File: config.mk
export PLATFORM = sky130hd
export DESIGN_NAME = puf_chain_eval_flat
export DESIGN_NICKNAME = d
export VERILOG_FILES = /design/src/rtl/puf_pkg.sv /design/src/rtl/puf_chain_eval_if.sv /design/src/rtl/puf_lfsr.sv /design/src/rtl/puf_chain_eval.sv /design/src/flat_wrapper.sv
export SDC_FILE = /design/constraint.sdc
export NUM_CORES = 1
export LEC_CHECK = 0
export CAP_MARGIN = 30
export CORE_UTILIZATION = 45
export DETAILED_ROUTE_END_ITERATION = 7
export HOLD_SLACK_MARGIN = 0.02
export PLACE_DENSITY_LB_ADDON = 0.2
export SYNTH_ARGS = -nofsm -noshare
export SYNTH_HDL_FRONTEND = slang
export SYNTH_SLANG_ARGS = --single-unit
File: constraint.sdc
create_clock -name clk -period 2.3 [get_ports clk]
set_input_delay 0.23 -clock clk [delete_from_list [all_inputs] [get_ports clk]]
set_output_delay 0.23 -clock clk [all_outputs]
set_load 0.03 [all_outputs]
File: src/rtl/puf_pkg.sv
// Purpose: shared types and constants for the arbiter-PUF evaluation block.
// Latency: n/a (declarations only).
// Backpressure: n/a.
package puf_pkg;

    // Evaluation sequencer states.
    typedef enum logic [2:0] {
        PUF_IDLE   = 3'd0,
        PUF_LAUNCH = 3'd1,
        PUF_SETTLE = 3'd2,
        PUF_SAMPLE = 3'd3,
        PUF_DONE   = 3'd4
    } puf_eval_state_t;

    // Default feedback mask for the challenge LFSR (only the low N_STAGES bits are used).
    localparam logic [63:0] PUF_DEFAULT_TAPS = 64'hD800_0000_0000_0000;

endpackage

File: src/rtl/puf_chain_eval_if.sv
// Purpose: request/response bundle between a requester and puf_chain_eval.
// Latency: n/a (wires only).
// Backpressure: none; the requester watches busy and its start is dropped while busy.
// Ports: start/challenge from requester; busy/done/response/stable back to requester.
interface puf_chain_eval_if #(
    parameter int N_STAGES = 64,
    parameter int RESP_W   = 8
) ();
    logic                start;
    logic [N_STAGES-1:0] challenge;
    logic                busy;
    logic                done;
    logic [RESP_W-1:0]   response;
    logic [RESP_W-1:0]   stable;

    modport master (
        output start, challenge,
        input  busy, done, response, stable
    );

    modport slave (
        input  start, challenge,
        output busy, done, response, stable
    );
endinterface

File: src/rtl/puf_lfsr.sv
// Purpose: challenge register that loads a seed and steps as a Fibonacci LFSR.
// Latency: q updates on the clock edge after load/step.
// Backpressure: none; load has priority over step.
// Ports: clk, rst_n, load, step, seed[N_STAGES], q[N_STAGES].
module puf_lfsr
    import puf_pkg::*;
#(
    parameter int          N_STAGES = 64,
    parameter logic [63:0] TAPS     = PUF_DEFAULT_TAPS
) (
    input  logic                clk,
    input  logic                rst_n,
    input  logic                load,
    input  logic                step,
    input  logic [N_STAGES-1:0] seed,
    output logic [N_STAGES-1:0] q
);
    localparam logic [N_STAGES-1:0] MASK = TAPS[N_STAGES-1:0];

    logic [N_STAGES-1:0] q_q;
    logic [N_STAGES-1:0] q_d;

    // An all-zero state is a fixed point and is deliberately left alone.
    always_comb begin
        q_d = q_q;
        if (load) begin
            q_d = seed;
        end else if (step) begin
            q_d = {q_q[N_STAGES-2:0], ^(q_q & MASK)};
        end
    end

    always_ff @(posedge clk or negedge rst_n) begin
        if (!rst_n) begin
            q_q <= '0;
        end else begin
            q_q <= q_d;
        end
    end

    assign q = q_q;
endmodule

File: src/rtl/puf_chain_eval.sv
// Purpose: drives an external arbiter chain, majority-votes NUM_EVALS races per response bit.
// Latency: done in cycle 1+RESP_W*NUM_EVALS*(SETTLE_CYC+2) after the start cycle.
// Backpressure: start is only taken in IDLE; starts while busy (or in DONE) are dropped.
// Ports: clk, rst_n, req (slave: start/challenge in, busy/done/response/stable out),
//        chain_chal/chain_launch/chain_en to the chain, chain_resp (async) from the arbiter.
module puf_chain_eval
    import puf_pkg::*;
#(
    parameter int          N_STAGES   = 64,
    parameter int          RESP_W     = 8,
    parameter int          NUM_EVALS  = 5,
    parameter int          SETTLE_CYC = 4,
    parameter logic [63:0] TAPS       = PUF_DEFAULT_TAPS
) (
    input  logic                clk,
    input  logic                rst_n,
    puf_chain_eval_if.slave     req,
    output logic [N_STAGES-1:0] chain_chal,
    output logic                chain_launch,
    output logic                chain_en,
    input  logic                chain_resp
);
    localparam int ONES_W = $clog2(NUM_EVALS + 1);
    localparam int EVAL_W = (NUM_EVALS > 1)  ? $clog2(NUM_EVALS)  : 1;
    localparam int BIT_W  = (RESP_W > 1)     ? $clog2(RESP_W)     : 1;
    localparam int SET_W  = (SETTLE_CYC > 1) ? $clog2(SETTLE_CYC) : 1;

    localparam logic [EVAL_W-1:0] EVAL_LAST = EVAL_W'(NUM_EVALS - 1);
    localparam logic [BIT_W-1:0]  BIT_LAST  = BIT_W'(RESP_W - 1);
    localparam logic [SET_W-1:0]  SET_LAST  = SET_W'(SETTLE_CYC - 1);
    localparam logic [ONES_W-1:0] ONES_HALF = ONES_W'(NUM_EVALS / 2);
    localparam logic [ONES_W-1:0] ONES_ALL  = ONES_W'(NUM_EVALS);

    // An even vote count could tie, so refuse to build.
    if ((NUM_EVALS % 2) == 0 || NUM_EVALS < 1) begin : g_bad_num_evals
        $error("puf_chain_eval: NUM_EVALS must be odd and >= 1");
    end
    if (N_STAGES < 2) begin : g_bad_n_stages
        $error("puf_chain_eval: N_STAGES must be >= 2");
    end

    puf_eval_state_t     state_q, state_d;
    logic [SET_W-1:0]    settle_q, settle_d;
    logic [EVAL_W-1:0]   eval_q, eval_d;
    logic [BIT_W-1:0]    bit_q, bit_d;
    logic [ONES_W-1:0]   ones_q, ones_d;
    logic [ONES_W-1:0]   ones_sum;
    logic [RESP_W-1:0]   resp_q, resp_d;
    logic [RESP_W-1:0]   stab_q, stab_d;
    logic                sync1_d, sync2_d;
    logic                lfsr_load, lfsr_step;
    logic [N_STAGES-1:0] chal_q;

    // chain_resp is asynchronous to clk; keep both stages intact through optimisation.
    (* keep = "true", dont_touch = "true" *) logic sync1_q;
    (* keep = "true", dont_touch = "true" *) logic sync2_q;

    puf_lfsr #(
        .N_STAGES (N_STAGES),
        .TAPS     (TAPS)
    ) u_lfsr (
        .clk   (clk),
        .rst_n (rst_n),
        .load  (lfsr_load),
        .step  (lfsr_step),
        .seed  (req.challenge),
        .q     (chal_q)
    );

    always_comb begin
        state_d   = state_q;
        settle_d  = settle_q;
        eval_d    = eval_q;
        bit_d     = bit_q;
        ones_d    = ones_q;
        resp_d    = resp_q;
        stab_d    = stab_q;
        lfsr_load = 1'b0;
        lfsr_step = 1'b0;
        sync1_d   = chain_resp;
        sync2_d   = sync1_q;
        // Vote tally including the sample taken this cycle.
        ones_sum  = ones_q + ONES_W'(sync2_q);

        case (state_q)
            PUF_IDLE: begin
                if (req.start) begin
                    state_d   = PUF_LAUNCH;
                    lfsr_load = 1'b1;
                    ones_d    = '0;
                    eval_d    = '0;
                    bit_d     = '0;
                    settle_d  = '0;
                end
            end
            PUF_LAUNCH: begin
                state_d  = PUF_SETTLE;
                settle_d = '0;
            end
            PUF_SETTLE: begin
                if (settle_q == SET_LAST) begin
                    state_d  = PUF_SAMPLE;
                    settle_d = '0;
                end else begin
                    settle_d = settle_q + SET_W'(1);
                end
            end
            PUF_SAMPLE: begin
                ones_d = ones_sum;
                if (eval_q == EVAL_LAST) begin
                    // Commit bit: majority value, and whether every race agreed.
                    resp_d[bit_q] = (ones_sum > ONES_HALF);
                    stab_d[bit_q] = (ones_sum == '0) || (ones_sum == ONES_ALL);
                    ones_d    = '0;
                    eval_d    = '0;
                    bit_d     = bit_q + BIT_W'(1);
                    lfsr_step = 1'b1;
                    state_d   = (bit_q == BIT_LAST) ? PUF_DONE : PUF_LAUNCH;
                end else begin
                    eval_d  = eval_q + EVAL_W'(1);
                    state_d = PUF_LAUNCH;
                end
            end
            PUF_DONE: begin
                state_d = PUF_IDLE;
            end
            default: begin
                state_d = PUF_IDLE;
            end
        endcase
    end

    always_ff @(posedge clk or negedge rst_n) begin
        if (!rst_n) begin
            state_q  <= PUF_IDLE;
            settle_q <= '0;
            eval_q   <= '0;
            bit_q    <= '0;
            ones_q   <= '0;
            resp_q   <= '0;
            stab_q   <= '0;
            sync1_q  <= 1'b0;
            sync2_q  <= 1'b0;
        end else begin
            state_q  <= state_d;
            settle_q <= settle_d;
            eval_q   <= eval_d;
            bit_q    <= bit_d;
            ones_q   <= ones_d;
            resp_q   <= resp_d;
            stab_q   <= stab_d;
            sync1_q  <= sync1_d;
            sync2_q  <= sync2_d;
        end
    end

    // Outputs decode straight from flops so reset drops them immediately.
    assign req.busy     = (state_q != PUF_IDLE);
    assign req.done     = (state_q == PUF_DONE);
    assign req.response = resp_q;
    assign req.stable   = stab_q;
    assign chain_chal   = chal_q;
    assign chain_launch = (state_q == PUF_LAUNCH);
    assign chain_en     = (state_q == PUF_LAUNCH) || (state_q == PUF_SETTLE);
endmodule

File: src/flat_wrapper.sv
// flat-port wrapper written by rule: the top's interface ports become plain ports
module puf_chain_eval_flat import puf_pkg::*;
#(
    parameter int          N_STAGES   = 64,
    parameter int          RESP_W     = 8,
    parameter int          NUM_EVALS  = 5,
    parameter int          SETTLE_CYC = 4,
    parameter logic [63:0] TAPS       = PUF_DEFAULT_TAPS
)
  (clk, rst_n, chain_chal, chain_launch, chain_en, chain_resp, req_start, req_challenge, req_busy, req_done, req_response, req_stable);
  puf_chain_eval_if #(.N_STAGES(N_STAGES), .RESP_W(RESP_W)) req_i ();
  input  logic clk;
  input  logic rst_n;
  output logic [N_STAGES-1:0] chain_chal;
  output logic chain_launch;
  output logic chain_en;
  input  logic chain_resp;
  input wire logic [$bits(req_i.start)-1:0] req_start;
  input wire logic [$bits(req_i.challenge)-1:0] req_challenge;
  output wire logic [$bits(req_i.busy)-1:0] req_busy;
  output wire logic [$bits(req_i.done)-1:0] req_done;
  output wire logic [$bits(req_i.response)-1:0] req_response;
  output wire logic [$bits(req_i.stable)-1:0] req_stable;
  assign req_i.start = req_start;
  assign req_i.challenge = req_challenge;
  assign req_busy = req_i.busy;
  assign req_done = req_i.done;
  assign req_response = req_i.response;
  assign req_stable = req_i.stable;
  puf_chain_eval #(.N_STAGES(N_STAGES), .RESP_W(RESP_W), .NUM_EVALS(NUM_EVALS), .SETTLE_CYC(SETTLE_CYC), .TAPS(TAPS)) u_core (.clk(clk), .rst_n(rst_n), .req(req_i), .chain_chal(chain_chal), .chain_launch(chain_launch), .chain_en(chain_en), .chain_resp(chain_resp));
endmodule
# ---- Yosys cells after proc, flatten, opt, wreduce, memory -nomap -nowiden
# Index checks and enable logic that the tools add are counted.
dict set report classes {
  reduce_logical 15
  n_eq_ne 11
  n_addsub 4
  bitwise 0
  order_cmp 3
  mux 25
  div_mod_pow 0
  n_mul 0
  n_shift 0
}
# cell count
set ops {}
lappend ops {{$mux W64} 2}
lappend ops {{$reduce_xor A64 Y1} 1}
lappend ops {{$mux W3} 8}
lappend ops {{$pmux W3 S2} 3}
lappend ops {{$bwmux W8} 2}
lappend ops {{$eq A3 B3 Y1 const B} 4}
lappend ops {{$pmux W3 S4} 1}
lappend ops {{$reduce_and A2 Y1} 4}
lappend ops {{$add A3 B1 Y3 const B} 2}
lappend ops {{$eq A3 B2 Y1 const B} 2}
lappend ops {{$logic_not A3 Y1} 2}
lappend ops {{$pmux W2 S3} 1}
lappend ops {{$reduce_bool A3 Y1} 2}
lappend ops {{$mux W1} 5}
lappend ops {{$lt A3 B4 Y1 const B} 1}
lappend ops {{$mux W2} 2}
lappend ops {{$ne A2 B1 Y1 const B} 2}
lappend ops {{$reduce_bool A2 Y1} 2}
lappend ops {{$add A3 B1 Y3} 1}
lappend ops {{$demux W1 S3} 1}
lappend ops {{$eq A3 B1 Y1 const B} 1}
lappend ops {{$ge A3 B1 Y1 const B} 1}
lappend ops {{$gt A3 B2 Y1 const B} 1}
lappend ops {{$reduce_and A3 Y1} 1}
lappend ops {{other kinds (5)} 6}
dict set report word_totals {
  in_bits 68
  mem_bits_rw 0
  latch_bits 0
  register_bits 96
  mem_count 0
  wordCells 68
  romBits 0
  out_inout_bits 84
}

# ---- Longest topological paths before layout
dict set report logic_depth {
  depth_word 5
  mapped_depth 6
  ltp_nobuf 5
}

# ---- Modules after synthesis
# Synthesis repeated with hierarchy kept, for this count alone.
dict set report unflattened {
  hier_cells 408
  hier_area_um2 4574.4
}
# mod area_each_um2 seq_area_each_um2 cells_each n_inst
set modules_own_cells {}
lappend modules_own_cells {puf_lfsr 2970.3 1601.5 281 1}
lappend modules_own_cells {puf_chain_eval 1604.0 800.8 127 1}

# ---- Worst setup path before layout
# OpenSTA, ideal clock, no wires.
dict set report synth_path {
  path_type {register to output}
  from {register u_core.state_q[0]}
  to {output port chain_launch}
  arrival_ns 1.499
  path_stages_with_launch 3
  n_path_buf 1
  t_required_ns 2.070
  slack_ns 0.571
  cell_sequence {dfrtp_1 > clkbuf_1 > nor3b_1}
}
dict set report synth_between {
  elab_chain_cells 1
}
# element line_no
set synth_lines {}
lappend synth_lines {{start, declared} puf_chain_eval.sv:42} ;# puf_eval_state_t state_q, state_d;
lappend synth_lines {{start signal, assigned} puf_chain_eval.sv:145} ;# state_q <= state_d;
lappend synth_lines {{$eq A3 B1 Y1} puf_chain_eval.sv:163} ;# assign chain_launch = (state_q == PUF_LAUNCH);
lappend synth_lines {{end, declared} flat_wrapper.sv:15} ;# output logic chain_launch;
# No other way between the ends.

# ---- Worst setup path after layout
dict set report layout_path {
  from {register u_core.state_q[0]}
  to {output port req_busy}
}
dict set report layout_between {
  elab_chain_cells 1
}
# element line_no
set layout_lines {}
lappend layout_lines {{$reduce_bool A3 Y1} puf_chain_eval.sv:158} ;# assign req.busy = (state_q != PUF_IDLE);
lappend layout_lines {{end, declared} flat_wrapper.sv:20} ;# output wire logic [$bits(req_i.busy)-1:0] req_busy;
# No other way between the ends.

==> flow_summary.toml <==
[floorplanning]
start_util_pct = 46.9
die_area_sq_um = 10200
core-area_sq_um = 9370
core.rowCount = 35
ioPinCount = 152
die_h_um = 101
die_x_um = 101

[clocking]
cts_tree = "built"
ctsHoldBuffers = 1
cts_sinks = 96
cts-root-buf = "clkbuf_8"
ctsResizeCount = 0
h-tree-depth = 3
clock_path_buffers = 2
insertion_delay_ns = 0.36
cts-buffers-inserted = 9
post_cts_buffers = 0
clk_pin_slew_ns = 0.09

[routing]
ant_nets = 0
dr_total_vias = 3385
drc = 0
vias_per_cell = 5.38
drt-total-wl_um = 10500
avgRoutedWirePerCell_um = 16.6
drtPass1Iterations = 5
drt_iter0_drc = 123

[worst_setup_path]
cp_data_arrival_time_ns = 1.96
crit_path_top_delay_cell = "clkdlybuf4s50_1"
cp_max_fo = 11
required_ns = 2.07
crit_chain = "buf_4, or3_1, clkdlybuf4s50_1"
cp_top_family = "buffers and inverters"
end_kind = "primary output"
critPathMaxStageDelay_ns = 0.60
cp_num_buf_inv = 2
worst-setup-path-type = "reg2out"
start_kind = "flip-flop"

[place]
portBuffers = 151
gp_congestion = 0.778
dpl.hpwl_um = 7420
dpl_worst_slack_ns = 0.356

[synthesis]
syn_avg_cell_area_sq_um = 12.6
synth_seq_area_share_pct = 54.7
synth_nets = 423
ys_seq_elements = 96
synth_ff_type = "dfrtp_1"
synth_edf_count = 0
syn_area_sq_um = 4400
yosysWarnings = 0
yosysUniqueCellTypes = 38
async_reset_ff_share_pct = 100
synth_cells = 348

[sta]
worst_slack_ns = 0.109
tightest_slew_ns = 0.585
setup_viol = 0
fin_crit_ns = 2.19
skew_ns = 0.0112
finalHoldViolCount = 0
finalCritPeriodShare_pct = 95.3
slew_headroom_pct = 60.6
rsz0062_at_grt = "false"
slew_viol_final = 0
max_freq_mhz = 456
final.setup.tns_ns = 0

[cells_and_area]
drive_gt1_share_pct = 10.6
seq_area_sq_um = 2400
multiInputGateArea_sq_um = 1820
fin_nets = 570
num-fill-cells = 795
diodes = 0
areaGrowthSynthToFinish_pct = 41.8

[global_routing]
grt_util_all_layers_pct = 22.0
first_global_vias = 3443
grt_max_degree = 57
overflow = 0
grt_pass1_wl_um = 17300
antenna_found_initial = 0

[worst_hold_path]
hold_path_class = "in2reg"

[power]
irDropWorstVdd_mv = 0.822
powerDensity_nw_per_um2 = 1330
leakagePower_uw = 0.00268

[job]
maxCapViolCount = 0

[status]
status = "finished, final reports clean"
## area by class of cell
type | instances | area share (%)
inverter | 5 | 0.301
clock inverter | 6 | 1.47
tap | 129 | 2.59
sequential | 96 | 38.6
clock buffer | 10 | 2.05
multi-input combinational | 222 | 29.2
timing repair buffer | 161 | 25.9
## flip-flops by register name, summed over array words and instances (netlist names)
| register | count |
|---|---|
| u_core.ones_q | 3 |
| u_core.req.stable | 8 |
| u_core.bit_q | 3 |
| u_core.u_lfsr.q | 64 |
| u_core.sync1_q | 1 |
| u_core.sync2_q | 1 |
| u_core.state_q | 3 |
| u_core.eval_q | 3 |
| u_core.settle_q | 2 |
| u_core.req.response | 8 |
## through the flow
stage          cells  util [%]  total power, uW  cell area, sq um  hold WS (ns)
3_5_place_dp     612      64.0             7100              6000         0.258
5_1_grt          629      66.5             8720              6230         0.297
4_1_cts          629      66.5             8330              6230         0.302
2_1_floorplan    348         -             5390              4400       -0.0656
3_3_place_gp     612      64.0             7020              6000         0.258
6_report         629      66.5             8260              6230         0.324
## where the power goes
part	switching, uW	total [uW]	internal [uW]
Sequential	617	2930	2310
Clock	584	1200	619
Combinational	2200	4120	1930
## Yosys cell counts, types with 2 or more instances
library cell  instances  share of area (%)
inv_1                 5               0.43
nor2_1                9               0.77
a22o_1                7                1.4
clkbuf_1              8               0.68
a221o_1              63                 14
xnor2_1               5                1.0
buf_6                 7                1.8
nand4_1               4               0.57
nor3b_1               2               0.34
mux2_2               19                4.9
nor4_2                3               0.85
nor3_1                3               0.34
buf_2                 9                1.0
nand2_1               9               0.77
o211ai_1              3               0.51
nor2b_1               3               0.43
nand3_1               2               0.23
ha_1                  7                2.0
o21ai_0               4               0.46
dfrtp_1              96                 55
and2_1               63                9.0
## cell families after synthesis
kind of cell | Yosys count | synth area share [%]
compound gates | 81 | 17.6
xor+xnor | 5 | 0.996
fa+ha+maj | 7 | 1.99
buf+inv | 30 | 4.10
flops | 96 | 54.7
mux | 19 | 4.87
simple gates | 110 | 15.8
## worst paths after layout
kind	to	start	depth (start not counted)	slack [ns]
setup / recovery	req_busy	u_core.state_q[0]$_DFFE_PN0P_	3	0.11
hold / removal	u_core.sync1_q$_DFF_PN0_	chain_resp	1	0.32
setup reg to reg	u_core.u_lfsr.q[10]$_DFFE_PN0P_	u_core.state_q[1]$_DFFE_PN0P_	5	0.32
hold reg to reg	u_core.sync2_q$_DFF_PN0_	u_core.sync1_q$_DFF_PN0_	0	0.36
max in group asynchronous	u_core.u_lfsr.q[62]$_DFFE_PN0P_	rst_n	3	1.21
min in group asynchronous	u_core.u_lfsr.q[53]$_DFFE_PN0P_	rst_n	2	0.41
## cell usage in the layout (no fill, tap or decap), types with 2 or more instances in the layout
master and n:
ha_1 7, nand4_1 4, nor2_1 9, a22o_1 7, a221o_1 63, dfrtp_1 96
clkbuf_8 9, clkdlybuf4s50_1 150, o211ai_1 3, nand3_1 2, nor3_1 3, inv_1 5
buf_12 2, nand2_1 9, mux2_2 19, bufinv_16 2, buf_4 8, nor4_2 3
and2_1 63, o21ai_0 4, nor3b_1 2, nor2b_1 3, clkinv_4 2, xnor2_1 5
## metal layers
| layer | wire [um] | vias to the layer above | track usage, % |
|---|---|---|---|
| met5 | 0 | - | 0 |
| met4 | 193 | 0 | 8.58 |
| met3 | 691 | 15 | 5.89 |
| met2 | 4970 | 111 | 34.9 |
| met1 | 4610 | 1655 | 28.9 |
| li1 | - | 1604 | - |
Power figures use the tool's default switching activity.
